## src/rtl/move_controller.sv

```systemverilog
// Move sequencer for a column-drop board game: validates a column request, commits the piece
// into the player/occupancy boards, waits for the external win verdict, then ends or passes the turn.
module move_controller #(
    parameter int COLS     = 7,
    parameter int ROWS     = 6,
    parameter int WIN_WAIT = 1
) (
    input  logic                 clk,
    input  logic                 resetn,
    input  logic                 new_game,
    input  logic                 move_valid,
    input  logic [2:0]           move_col,
    output logic                 move_ready,
    output logic                 move_reject,
    output logic [2:0]           location,
    output logic [2:0]           height,
    output logic                 player,
    output logic [COLS*ROWS-1:0] player_register,
    output logic [COLS*ROWS-1:0] onoff_register,
    input  logic                 wongame,
    output logic                 game_over,
    output logic                 winner,
    output logic                 draw
);
    localparam int CELLS = COLS * ROWS;
    localparam int MW    = $clog2(CELLS + 1);
    localparam int IW    = $clog2(CELLS);
    localparam int WW    = (WIN_WAIT > 1) ? $clog2(WIN_WAIT) : 1;

    localparam logic [3:0]    COLS_L    = 4'(COLS);
    localparam logic [3:0]    ROWS_L    = 4'(ROWS);
    localparam logic [MW-1:0] CELLS_L   = MW'(CELLS);
    localparam logic [WW-1:0] WAIT_LAST = WW'(WIN_WAIT - 1);

    typedef enum logic [2:0] {S_IDLE, S_CHECK, S_PLACE, S_EVAL, S_OVER} state_t;

    state_t            state_q, state_d;
    logic [2:0]        col_q, col_d;
    logic [3:0]        colh_q [COLS];
    logic [3:0]        colh_d [COLS];
    logic [MW-1:0]     mcnt_q, mcnt_d;
    logic [WW-1:0]     wcnt_q, wcnt_d;
    logic              player_q, player_d;
    logic [2:0]        loc_q, loc_d;
    logic [2:0]        hgt_q, hgt_d;
    logic [CELLS-1:0]  preg_q, preg_d;
    logic [CELLS-1:0]  onoff_q, onoff_d;
    logic              over_q, over_d;
    logic              winner_q, winner_d;
    logic              draw_q, draw_d;

    logic [3:0]        col_fill;
    logic              col_illegal;
    logic [IW-1:0]     idx;

    // An out-of-range column reads as full, so one test covers both rejection causes.
    always_comb begin
        col_fill = ROWS_L;
        for (int i = 0; i < COLS; i++) begin
            if (col_q == 3'(i)) begin
                col_fill = colh_q[i];
            end
        end
    end

    assign col_illegal = ({1'b0, col_q} >= COLS_L) || (col_fill >= ROWS_L);
    assign idx         = IW'(loc_q) * IW'(ROWS) + IW'(hgt_q);

    always_comb begin
        state_d     = state_q;
        col_d       = col_q;
        colh_d      = colh_q;
        mcnt_d      = mcnt_q;
        wcnt_d      = wcnt_q;
        player_d    = player_q;
        loc_d       = loc_q;
        hgt_d       = hgt_q;
        preg_d      = preg_q;
        onoff_d     = onoff_q;
        over_d      = over_q;
        winner_d    = winner_q;
        draw_d      = draw_q;
        move_reject = 1'b0;
        move_ready  = (state_q == S_IDLE) && !over_q;

        case (state_q)
            S_IDLE: begin
                if (move_valid && move_ready) begin
                    col_d   = move_col;
                    state_d = S_CHECK;
                end
            end
            S_CHECK: begin
                if (col_illegal) begin
                    move_reject = 1'b1;
                    state_d     = S_IDLE;
                end else begin
                    loc_d   = col_q;
                    hgt_d   = col_fill[2:0];
                    state_d = S_PLACE;
                end
            end
            S_PLACE: begin
                onoff_d[idx]  = 1'b1;
                preg_d[idx]   = player_q;
                colh_d[loc_q] = colh_q[loc_q] + 4'd1;
                mcnt_d        = mcnt_q + MW'(1);
                wcnt_d        = '0;
                state_d       = S_EVAL;
            end
            S_EVAL: begin
                if (wcnt_q == WAIT_LAST) begin
                    wcnt_d = '0;
                    // Win is tested before draw so a winning last piece is not a draw.
                    if (wongame) begin
                        over_d   = 1'b1;
                        winner_d = player_q;
                        state_d  = S_OVER;
                    end else if (mcnt_q == CELLS_L) begin
                        over_d  = 1'b1;
                        draw_d  = 1'b1;
                        state_d = S_OVER;
                    end else begin
                        player_d = ~player_q;
                        state_d  = S_IDLE;
                    end
                end else begin
                    wcnt_d = wcnt_q + WW'(1);
                end
            end
            S_OVER: begin
                state_d = S_OVER;
            end
            default: begin
                state_d = S_IDLE;
            end
        endcase

        if (new_game) begin
            state_d     = S_IDLE;
            col_d       = '0;
            colh_d      = '{default: '0};
            mcnt_d      = '0;
            wcnt_d      = '0;
            player_d    = 1'b0;
            loc_d       = '0;
            hgt_d       = '0;
            preg_d      = '0;
            onoff_d     = '0;
            over_d      = 1'b0;
            winner_d    = 1'b0;
            draw_d      = 1'b0;
            move_reject = 1'b0;
        end
    end

    always_ff @(posedge clk or negedge resetn) begin
        if (!resetn) begin
            state_q  <= S_IDLE;
            col_q    <= '0;
            mcnt_q   <= '0;
            wcnt_q   <= '0;
            player_q <= 1'b0;
            loc_q    <= '0;
            hgt_q    <= '0;
            preg_q   <= '0;
            onoff_q  <= '0;
            over_q   <= 1'b0;
            winner_q <= 1'b0;
            draw_q   <= 1'b0;
        end else begin
            state_q  <= state_d;
            col_q    <= col_d;
            mcnt_q   <= mcnt_d;
            wcnt_q   <= wcnt_d;
            player_q <= player_d;
            loc_q    <= loc_d;
            hgt_q    <= hgt_d;
            preg_q   <= preg_d;
            onoff_q  <= onoff_d;
            over_q   <= over_d;
            winner_q <= winner_d;
            draw_q   <= draw_d;
        end
    end

    for (genvar gi = 0; gi < COLS; gi++) begin : g_colh
        always_ff @(posedge clk or negedge resetn) begin
            if (!resetn) begin
                colh_q[gi] <= '0;
            end else begin
                colh_q[gi] <= colh_d[gi];
            end
        end
    end

    assign location        = loc_q;
    assign height          = hgt_q;
    assign player          = player_q;
    assign player_register = preg_q;
    assign onoff_register  = onoff_q;
    assign game_over       = over_q;
    assign winner          = winner_q;
    assign draw            = draw_q;

endmodule
```

## config.mk

```make
export PLATFORM = sky130hd
export DESIGN_NAME = move_controller
export DESIGN_NICKNAME = d
export VERILOG_FILES = /design/src/rtl/move_controller.sv
export SDC_FILE = /design/constraint.sdc
export NUM_CORES = 1
export LEC_CHECK = 0
export ABC_AREA = 1
export CORE_ASPECT_RATIO = 2
export CORE_UTILIZATION = 39
export CTS_BUF_LIST = sky130_fd_sc_hd__clkbuf_16
export DETAILED_ROUTE_END_ITERATION = 10
export PLACE_DENSITY = 0.67
export SLEW_MARGIN = 10
export SYNTH_ARGS = -nofsm -noshare
export SYNTH_HDL_FRONTEND = slang
export SYNTH_SLANG_ARGS = --single-unit
```

## constraint.sdc

```tcl
create_clock -name clk -period 5.7 [get_ports clk]
set_input_delay 1.425 -clock clk [delete_from_list [all_inputs] [get_ports clk]]
set_output_delay 1.425 -clock clk [all_outputs]
set_load 0.005 [all_outputs]
```

==> impl_metrics.env, run 1 <==
export IMPL_grt_util_all_layers_pct=22.58
export IMPL_final_cell_mix="dfrtp_1, nand2_1, inv_1, clkdlybuf4s50_1, nand3_1"
export IMPL_holdCritPathClass="reg2reg"
export IMPL_vdd_ir_drop_max_mv=0.2091
export IMPL_final_hold_violation_count=0
export IMPL_wire_length_of_the_first_global_routing_pass_um=28290
export IMPL_timing_clock_skew_ns=0.006744
export IMPL_design_area_um2=8049
export IMPL_syn2layout_area_growth_pct=29.07
export IMPL_htree_num_levels=4
export IMPL_worst_r2r_startpoint="location[0]"
export IMPL_cts_hold_buffers_added=0
export IMPL_timing_final_max_slew_violations=0
export IMPL_worstPathArrival_ns=2.64
export IMPL_insertedDiodeCount=0
export IMPL_synth_lib_cells_used_distinct=34
export IMPL_initialDrtViolationCount=250
export IMPL_synthTopCellsByArea="dfrtp_1, nand3_1, nand2_1, inv_1, a21oi_1"
export IMPL_syn_avg_cell_area_um2=8.685
export IMPL_antenna_violations_before_repair=0
export IMPL_dr_total_vias=5370
export IMPL_syn_area_um2=6236
export IMPL_ys_seq_elements=134
export IMPL_clock_network_latency_to_the_later_pin_of_the_worst_skew_pair_ns=0.42
export IMPL_post_dp_cell_area_um2=7443
export IMPL_design_die_area_um2=16530
export IMPL_die_height_um=180.8
export IMPL_timing_max_cap_violations=0
export IMPL_grt_max_degree=79
export IMPL_relSlewSlack_pct=39.90
export IMPL_synth_largest_type_area_fraction_pct=53.77
export IMPL_root_buffer="clkbuf_16"
export IMPL_post_synth_top_area_cell="dfrtp_1"
export IMPL_gp_routability_congestion=1.007
export IMPL_overflow=0
export IMPL_yosysSeqAreaShare_pct=53.77
export IMPL_tritoncts="done"
export IMPL_final_period_utilization_pct=71.25
export IMPL_clk_transition_reported_paths_ns=0.06
export IMPL_post_synth_inst_count=718
export IMPL_timing_fmax_ghz=0.2462
export IMPL_run_status="complete, no violations"
export IMPL_grt_setup_unrepaired="no"
export IMPL_initial_utilization_pct=39.73
export IMPL_critical_path_startpoint="col_q[2]"
export IMPL_cp_end_kind="output pin"
export IMPL_final_util_pct=51.28
export IMPL_wl_um=17730
export IMPL_cts_buffer_depth=2
export IMPL_dr_pass1_iters=5
export IMPL_clkSinkCount=134
export IMPL_critical_path_startpoint_type="flip-flop"
export IMPL_ant_nets=0
export IMPL_die_x_extent_um=91.42
export IMPL_ios=104
export IMPL_port_buffers=103
export IMPL_p_per_area_nw_per_um2=291.1
export IMPL_via_count_of_the_first_global_routing_pass=5533
export IMPL_ctsResizeCount=0
export IMPL_period_minus_slack_ns=4.061
export IMPL_post_cts_repair_setup_buffers=0
export IMPL_timing_final_setup_violations=0
export IMPL_tns_ns=0
export IMPL_avgViaCountPerCell=5.198
export IMPL_layout_nets=839
export IMPL_placeableCoreArea_um2=15700
export IMPL_route_detailed_drc=0
export IMPL_report_power_total_mw=2.343
export IMPL_cts_buffers_inserted=17
export IMPL_final_common_cell="dfrtp_1"
export IMPL_proportion_of_layout_cells_with_a_drive_suffix_above_1_pct=7.091
export IMPL_required_worst_endpoint_ns=4.28
export IMPL_timing_critical_path_fanout_max=15
export IMPL_synth_warnings=0
export IMPL_worstSetupPathType="reg2out"
export IMPL_post_dp_hpwl_um=12980
export IMPL_row_cnt=65
export IMPL_power_leakage_nw=3.453
export IMPL_route_detailed_wl_per_inst_um=17.16
export IMPL_worst_pin_slew_ns=0.8940
export IMPL_postSynthNetCount=738
export IMPL_hold_path_startpoint="onoff_register[25]"
stage by stage:
step | instances | hold slack, ns | setup slack [ns]
after floorplan | 718 | 0.4779 | 1.949
after global placement | 1001 | 0.4948 | 1.960
after detailed placement | 1001 | 0.5063 | 1.991
after CTS | 1033 | 0.5185 | 1.627
after global routing | 1033 | 0.5330 | 1.376
final | 1033 | 0.5146 | 1.639
synthesized netlist by cell type:
cell,number
or2_1,1
nand4_1,6
o21ai_1,35
nor3_4,2
nand2_1,108
inv_2,6
a21oi_1,57
ha_1,10
buf_1,7
o21a_1,1
xor2_4,1
nand2_2,2
nor2_4,3
buf_2,6
nor4_1,1
inv_1,99
xor2_1,2
dfrtp_1,134
clkinv_1,1
nor2_1,47
nor4_2,4
a31oi_1,2
o21ai_0,35
xnor2_2,1
o22ai_1,18
nor3_1,8
xor2_2,1
o221ai_1,4
nand3_2,1
fa_1,2
nor2_8,1
a211oi_1,3
clkbuf_1,13
nand3_1,96
cell families after synthesis:
kind of cell | synth area share (%)
buffers and inverters | 8.066
AO/OA/AOI/OAI | 13.24
XOR/XNOR | 1.244
adder cells (fa/ha/maj) | 2.649
AND/OR/NAND/NOR | 21.03
flip-flops | 53.77
registers in the layout, indices dropped and copies added, names as in the netlist:
| signal | flops |
|---|---|
| onoff_register | 42 |
| player_register | 42 |
| colh_q | 28 |
| mcnt_q | 6 |
| col_q | 3 |
| height | 3 |
| location | 3 |
| state_q | 3 |
| draw | 1 |
| game_over | 1 |
| player | 1 |
| winner | 1 |
power by group:
group / internal, mW / leakage (nW) / switching [mW]
Combinational: 0.0664 / 1.29 / 0.169
Sequential: 0.966 / 1.87 / 0.0182
Clock: 0.691 / 0.295 / 0.432
Total: 1.72 / 3.45 / 0.620
metal layers:
metal / vias to the layer above / GRT usage [%] / routed length (um)
met5: - / 0 / 0
met4: 0 / 13.97 / 961
met3: 59 / 3.872 / 677
met2: 173 / 42.80 / 10040
met1: 2550 / 22.06 / 6048
li1: 2588 / - / -
layout make-up:
cell class,count,area (um2)
clock buffers,17,425.4
clock inverters,15,180.2
fillers,1517,7647
inverters,106,397.9
multi-input cells,452,2380
flip-flops and latches,134,3353
well taps,201,251.5
repair buffers,108,1061
final timing paths:
kind	end	slack [ns]	depth (start not counted)
setup / recovery	move_reject	1.64	12
hold / removal	onoff_register[25]	0.51	2
setup reg to reg	colh_q[22]	2.43	8
hold reg to reg	onoff_register[25]	0.51	2
max in group asynchronous	onoff_register[10]	3.59	2
min in group asynchronous	colh_q[23]	0.95	1
worst max-delay path, stage by stage, from the launching register on:
cell and delay, ns:
dfrtp_1 0.39, inv_1 0.34, nand3_1 0.19, inv_1 0.14, nand2_1 0.06, nand2_1 0.06, nor2_1 0.04, nand3_1 0.06
nor2_1 0.07, nand2_1 0.09, nand2_1 0.05, nor2_1 0.18, clkdlybuf4s50_1 0.54
(Power assumes the default switching activity.)
==> inputs of run 2 (changes only) <==
--- a/config.mk
+++ b/config.mk
@@ -10,7 +10,7 @@
 export CORE_UTILIZATION = 39
 export CTS_BUF_LIST = sky130_fd_sc_hd__clkbuf_16
 export DETAILED_ROUTE_END_ITERATION = 10
-export PLACE_DENSITY = 0.67
+export PLACE_DENSITY = 0.69
 export SLEW_MARGIN = 10
 export SYNTH_ARGS = -nofsm -noshare
 export SYNTH_HDL_FRONTEND = slang
==> constraint.sdc (replaced) <==
create_clock -name clk -period 3.42 [get_ports clk]
set_input_delay 0.855 -clock clk [delete_from_list [all_inputs] [get_ports clk]]
set_output_delay 0.855 -clock clk [all_outputs]
set_load 0.005 [all_outputs]
==> run 2 against run 1 <==
Hold slack worse by 0.068 ns. Via count is 3.8% higher. Sequential share of layout area down 0.74 points. First-iteration DRC count is 50% higher. Critical path depth decreased by 3. Setup slack got worse by 1.4 ns. Register-to-register slack lost 1.7 ns. Largest cell class unchanged. Largest power group unchanged. Highest routed layer unchanged.
==> impl_metrics.env, run 2 (same netlist as run 1, synthesis figures left out) <==
export IMPL_run_status="complete, no violations"
export IMPL_row_cnt=65
export IMPL_overflow=0
export IMPL_switching_power_mw=1.079
export IMPL_placeableCoreArea_um2=15700
export IMPL_p_seq_share_pct=42.0
export IMPL_insertedDiodeCount=0
export IMPL_preCtsSetupSlack_ns=0.5159
export IMPL_die_height_um=180.8
export IMPL_die_x_extent_um=91.42
export IMPL_share_clk_of_total_power_pct=47.1
export IMPL_antenna_violations_before_repair=0
export IMPL_design_die_area_um2=16530
export IMPL_htree_num_levels=4
export IMPL_final_instance_count_excl_fill=1050
export IMPL_cp_end_kind="output pin"
export IMPL_timing_max_cap_violations=0
export IMPL_report_power_total_mw=3.910
export IMPL_ant_nets=0
export IMPL_cts_buffer_depth=2
export IMPL_period_minus_slack_ns=3.220
export IMPL_timing_fmax_ghz=0.3106
export IMPL_required_worst_endpoint_ns=2.56
export IMPL_route_detailed_wl_per_inst_um=18.26
export IMPL_tritoncts="done"
export IMPL_combinationalPowerShare_pct=10.9
export IMPL_timing_clock_skew_ns=0.008843
export IMPL_relSlewSlack_pct=50.96
export IMPL_intPower_mw=2.831
export IMPL_wire_length_of_the_first_global_routing_pass_um=30100
export IMPL_crit_reg2reg_capture="player_register[25]"
export IMPL_wl_um=19170
export IMPL_power_leakage_nw=3.530
export IMPL_sw_frac_of_total_pct=27.59
export IMPL_post_dp_hpwl_um=13650
export IMPL_vdd_ir_drop_max_mv=0.3756
export IMPL_via_count_of_the_first_global_routing_pass=5475
export IMPL_final_period_utilization_pct=94.15
export IMPL_cts_buffers_inserted=17
export IMPL_design_area_um2=8200
export IMPL_final_util_pct=52.24
export IMPL_p_per_area_nw_per_um2=476.8
export IMPL_clk_transition_reported_paths_ns=0.06
export IMPL_initialDrtViolationCount=374
export IMPL_worst_r2r_startpoint="location[1]"
export IMPL_gp_routability_congestion=0.9712
export IMPL_grt_max_degree=64
export IMPL_filler_cell_count=1466
export IMPL_rrSetupSlack_ns=0.75
export IMPL_syn2layout_area_growth_pct=31.50
export IMPL_clock_network_latency_to_the_later_pin_of_the_worst_skew_pair_ns=0.42
export IMPL_tns_ns=0
export IMPL_final_common_cell="dfrtp_1"
export IMPL_port_buffers=103
export IMPL_route_detailed_drc=0
export IMPL_layout_nets=856
export IMPL_proportion_of_layout_cells_with_a_drive_suffix_above_1_pct=10.01
export IMPL_final_setup_worst_slack_ns=0.1999
export IMPL_ios=104
export IMPL_worst_pin_slew_ns=0.7356
export IMPL_root_buffer="clkbuf_16"
export IMPL_final_cell_mix="dfrtp_1, nand2_1, clkdlybuf4s50_1, inv_1, nand3_1"
export IMPL_dr_pass1_iters=5
export IMPL_holdCritPathClass="in2async"
export IMPL_dp_cells=1012
export IMPL_grt_util_all_layers_pct=24.29
export IMPL_post_dp_cell_area_um2=7538
export IMPL_timing_final_max_slew_violations=0
export IMPL_rr_worst_depth=10
export IMPL_timing_final_setup_violations=0
export IMPL_hold_slack_ns=0.4467
export IMPL_initial_utilization_pct=39.73
export IMPL_cts_hold_buffers_added=0
export IMPL_clkSinkCount=134
export IMPL_timing_critical_path_fanout_max=6
export IMPL_critical_path_startpoint_type="flip-flop"
export IMPL_dr_total_vias=5572
export IMPL_worstPathArrival_ns=2.37
export IMPL_avgViaCountPerCell=5.307
export IMPL_final_hold_violation_count=0
export IMPL_worstSetupPathType="reg2out"
## run 2: cell types whose count changed in the layout (fill, tap and decap cells not counted), sizes merged
cell,delta
clkinvlp,+1
bufinv,-1
clkinv,+1
buf,+16
## run 2: final cells by class
class | instances | area (um2) | area share [%]
clock inverters | 15 | 165.2 | 2.014
multi-input cells | 452 | 2400 | 29.26
flip-flops and latches | 134 | 3356 | 40.92
inverters | 106 | 404.1 | 4.928
repair buffers | 124 | 1194 | 14.56
well taps | 201 | 251.5 | 3.067
clock buffers | 17 | 425.4 | 5.188
repair inverters | 1 | 5.005 | 0.06103
## run 2: repair_timing
action | CTS | global route
buffers inserted | 0 | 5
gates resized for setup | 0 | 9
setup endpoints to repair | 0 | 1
## run 2: how the worst max path moves through the flow
stage                     startpoint          end  slack [ns]  depth (start not counted)
after floorplan             new_game  move_reject        0.81                          4
after global placement      col_q[2]  move_reject        0.51                         12
after detailed placement    col_q[2]  move_reject        0.52                         12
after CTS                   col_q[2]  move_reject        0.04                         12
after global routing        col_q[0]  move_reject      -0.008                         12
final                       col_q[2]  move_reject        0.20                          9
## run 2: metal layers
metal,share of wire (%),GRT usage [%],routed length [um],vias up
li1,-,-,-,2624
met1,34,24.17,6430,2682
met2,57,46.02,10920,205
met3,3.8,3.535,734,61
met4,5.6,15.05,1079,0
met5,0,0,0,-
## run 2: power groups by stage
| stage | Combinational (mW) | Sequential (mW) | Clock [mW] |
|---|---|---|---|
| after floorplan | 0.248 | 1.66 | 0 |
| after global placement | 0.407 | 1.67 | 0 |
| after detailed placement | 0.412 | 1.67 | 0 |
| after CTS | 0.414 | 1.64 | 1.88 |
| after global routing | 0.468 | 1.64 | 1.94 |
| final | 0.427 | 1.64 | 1.84 |
## run 2: critical path: stages (launching register included)
cell             delay (ns)
dfrtp_2                0.42
clkinvlp_2             0.24
nor3_2                 0.30
nand2_1                0.08
nand3_1                0.11
nor2_2                 0.05
nand2_1                0.08
nand2_1                0.05
nor2_1                 0.11
clkdlybuf4s50_1        0.51
==> inputs of run 3 (changes only) <==
--- a/config.mk
+++ b/config.mk
@@ -5,12 +5,11 @@
 export SDC_FILE = /design/constraint.sdc
 export NUM_CORES = 1
 export LEC_CHECK = 0
-export ABC_AREA = 1
+export ABC_AREA = 0
 export CORE_ASPECT_RATIO = 2
 export CORE_UTILIZATION = 39
-export CTS_BUF_LIST = sky130_fd_sc_hd__clkbuf_16
 export DETAILED_ROUTE_END_ITERATION = 10
-export PLACE_DENSITY = 0.69
+export PLACE_DENSITY = 0.68
 export SLEW_MARGIN = 10
 export SYNTH_ARGS = -nofsm -noshare
 export SYNTH_HDL_FRONTEND = slang
==> run 3 against run 2 <==
Sequential cell count unchanged. Clock power up 3%. Register-to-register slack worse by 0.45 ns. Highest routed layer unchanged.
==> impl_metrics.env, run 3 <==
export IMPL_initial_utilization_pct=40.10
export IMPL_syn_avg_cell_area_um2=9.557
export IMPL_rrSetupSlack_ns=0.30
export IMPL_worstPathArrival_ns=2.46
export IMPL_critical_path_startpoint_type="flip-flop"
export IMPL_required_worst_endpoint_ns=2.56
export IMPL_timing_max_cap_violations=0
export IMPL_final_cell_mix="dfrtp_1, clkdlybuf4s50_1, a21oi_1, nor2_1, nand2_1"
export IMPL_syn2layout_area_growth_pct=28.17
export IMPL_ys_seq_elements=134
export IMPL_timing_final_max_slew_violations=0
export IMPL_layout_nets=818
export IMPL_cts_buffer_depth=2
export IMPL_grt_max_degree=78
export IMPL_synth_async_sr_flop_share_pct=100.0
export IMPL_power_leakage_nw=3.701
export IMPL_root_buffer="clkbuf_16"
export IMPL_relSlewSlack_pct=22.42
export IMPL_synth_lib_cells_used_distinct=54
export IMPL_post_dp_hpwl_um=13450
export IMPL_route_detailed_drc=0
export IMPL_design_area_um2=8660
export IMPL_port_buffers=103
export IMPL_postSynthNetCount=727
export IMPL_vdd_ir_drop_max_mv=0.3223
export IMPL_final_hold_violation_count=0
export IMPL_post_synth_inst_count=707
export IMPL_clk_transition_reported_paths_ns=0.06
export IMPL_wl_um=18970
export IMPL_worst_r2r_startpoint="location[1]"
export IMPL_overflow=0
export IMPL_rr_worst_depth=6
export IMPL_post_synth_top_count_cell="dfrtp_1"
export IMPL_proportion_of_layout_cells_with_a_drive_suffix_above_1_pct=11.10
export IMPL_cts_buffers_inserted=17
export IMPL_dp_cells=980
export IMPL_wire_length_of_the_first_global_routing_pass_um=30190
export IMPL_synth_largest_type_area_fraction_pct=49.63
export IMPL_final_setup_worst_slack_ns=0.1023
export IMPL_dr_total_vias=5646
export IMPL_holdCritPathClass="in2async"
export IMPL_tritoncts="done"
export IMPL_crit_reg2reg_capture="player_register[6]"
export IMPL_placeableCoreArea_um2=16850
export IMPL_timing_clock_skew_ns=0.01093
export IMPL_grt_util_all_layers_pct=22.48
export IMPL_final_instance_count_excl_fill=1018
export IMPL_ios=104
export IMPL_filler_cell_count=1573
export IMPL_route_detailed_wl_per_inst_um=18.63
export IMPL_post_synth_top_area_cell="dfrtp_1"
export IMPL_run_status="complete, no violations"
export IMPL_worst_setup_path_endpoint="move_reject"
export IMPL_htree_num_levels=4
export IMPL_report_power_total_mw=3.803
export IMPL_final_common_cell="dfrtp_1"
export IMPL_yosysSeqAreaShare_pct=49.63
export IMPL_timing_fmax_ghz=0.3014
export IMPL_timing_final_setup_violations=0
export IMPL_dr_pass1_iters=5
export IMPL_design_die_area_um2=17890
export IMPL_gp_routability_congestion=0.8766
export IMPL_die_x_extent_um=95.07
export IMPL_synth_warnings=0
export IMPL_worstSetupPathType="reg2out"
export IMPL_yosys_top_cells_count="dfrtp_1, a21oi_1, nor2_1"
export IMPL_synthTopCellsByArea="dfrtp_1, a21oi_1, mux2i_1, nand3_1, nor2_1"
export IMPL_synth_top_flop_cell="dfrtp_1"
export IMPL_syn_area_um2=6756
export IMPL_initialDrtViolationCount=296
export IMPL_preCtsSetupSlack_ns=0.2528
export IMPL_insertedDiodeCount=0
export IMPL_cts_hold_buffers_added=0
export IMPL_post_dp_cell_area_um2=7958
export IMPL_die_height_um=188.1
export IMPL_critical_path_startpoint="col_q[1]"
export IMPL_tns_ns=0
export IMPL_p_per_area_nw_per_um2=439.2
export IMPL_antenna_violations_before_repair=0
export IMPL_avgViaCountPerCell=5.546
export IMPL_timing_critical_path_fanout_max=6
export IMPL_synth_enable_flop_cells=0
export IMPL_clkSinkCount=134
export IMPL_worst_pin_slew_ns=1.157
export IMPL_via_count_of_the_first_global_routing_pass=5629
export IMPL_ant_nets=0
export IMPL_period_minus_slack_ns=3.318
export IMPL_clock_network_latency_to_the_later_pin_of_the_worst_skew_pair_ns=0.43
export IMPL_cp_end_kind="output pin"
export IMPL_final_period_utilization_pct=97.01
export IMPL_row_cnt=67
run 3: cell count changes after synthesis, moves of 34 or more:
cell / before / now
nand2_1: 108 / 52
nand3_1: 96 / 46
inv_1: 99 / 51
mux2i_1: 0 / 45
a21oi_1: 57 / 93
o21ai_1: 35 / 1
run 3: what timing repair did:
item,in CTS,in global routing
hold endpoints to repair,0,0
pin swaps,0,1
buffers inserted,3,3
endpoints found under the setup margin,1,2
cloned,0,0
resized for setup,4,6
run 3: layer usage:
metal	track usage (%)	vias up	wire length, um
met5	0	-	0
met4	12.88	0	908
met3	3.163	54	746
met2	40.38	213	10530
met1	24.18	2748	6779
li1	-	2631	-
run 3: area by class of cell:
cell class              instances  area (um2)  share of cell area, %
flip-flops and latches        134        3359                  38.79
well taps                     207       259.0                  2.991
clock buffers                  19       452.9                  5.230
clock inverters                13       157.7                  1.821
repair buffers                129        1246                  14.39
multi-input cells             465        2993                  34.56
inverters                      51       191.4                  2.211
run 3: worst min path at each step:
stage,startpoint,endpoint,slack [ns],cells after the start
floorplan,draw,draw,0.49,2
global route,resetn,onoff_register[6],0.43,1
detailed placement,onoff_register[13],onoff_register[13],0.51,2
global placement,onoff_register[15],onoff_register[15],0.50,2
CTS,resetn,onoff_register[6],0.41,1
finish,resetn,onoff_register[0],0.40,1
run 3: kinds of logic (layout without fill, tap and decap cells):
| logic type | Yosys count | in the layout | synth area share [%] |
|---|---|---|---|
| compound gates | 165 | 165 | 14.76 |
| xor+xnor | 9 | 9 | 1.167 |
| fa+ha+maj | 12 | 12 | 2.444 |
| buf+inv | 108 | 212 | 6.537 |
| flops | 134 | 134 | 49.63 |
| mux | 51 | 51 | 8.500 |
| simple gates | 228 | 228 | 16.96 |
run 3: stage by stage:
step                utilization, %  hold slack, ns
global route                 51.39          0.4305
global placement             47.23          0.4988
finish                       51.39          0.3963
detailed placement           47.23          0.5060
floorplan                        -          0.4859
CTS                          51.02          0.4096
run 3: where the power goes:
group | leakage [nW] | total (mW) | internal [mW] | switching (mW)
registers | 1.86 | 1.63 | 1.60 | 0.0262
logic | 1.54 | 0.287 | 0.101 | 0.186
clock network | 0.298 | 1.89 | 1.14 | 0.754
total | 3.70 | 3.80 | 2.84 | 0.966
run 3: worst max-delay path: stages (launching register included):
cell and delay, ns:
dfrtp_4 0.52, buf_12 0.15, nor3b_1 0.14, o21ai_0 0.17
o211ai_1 0.20, o21ai_1 0.13, nor4b_2 0.20, clkdlybuf4s50_1 0.54
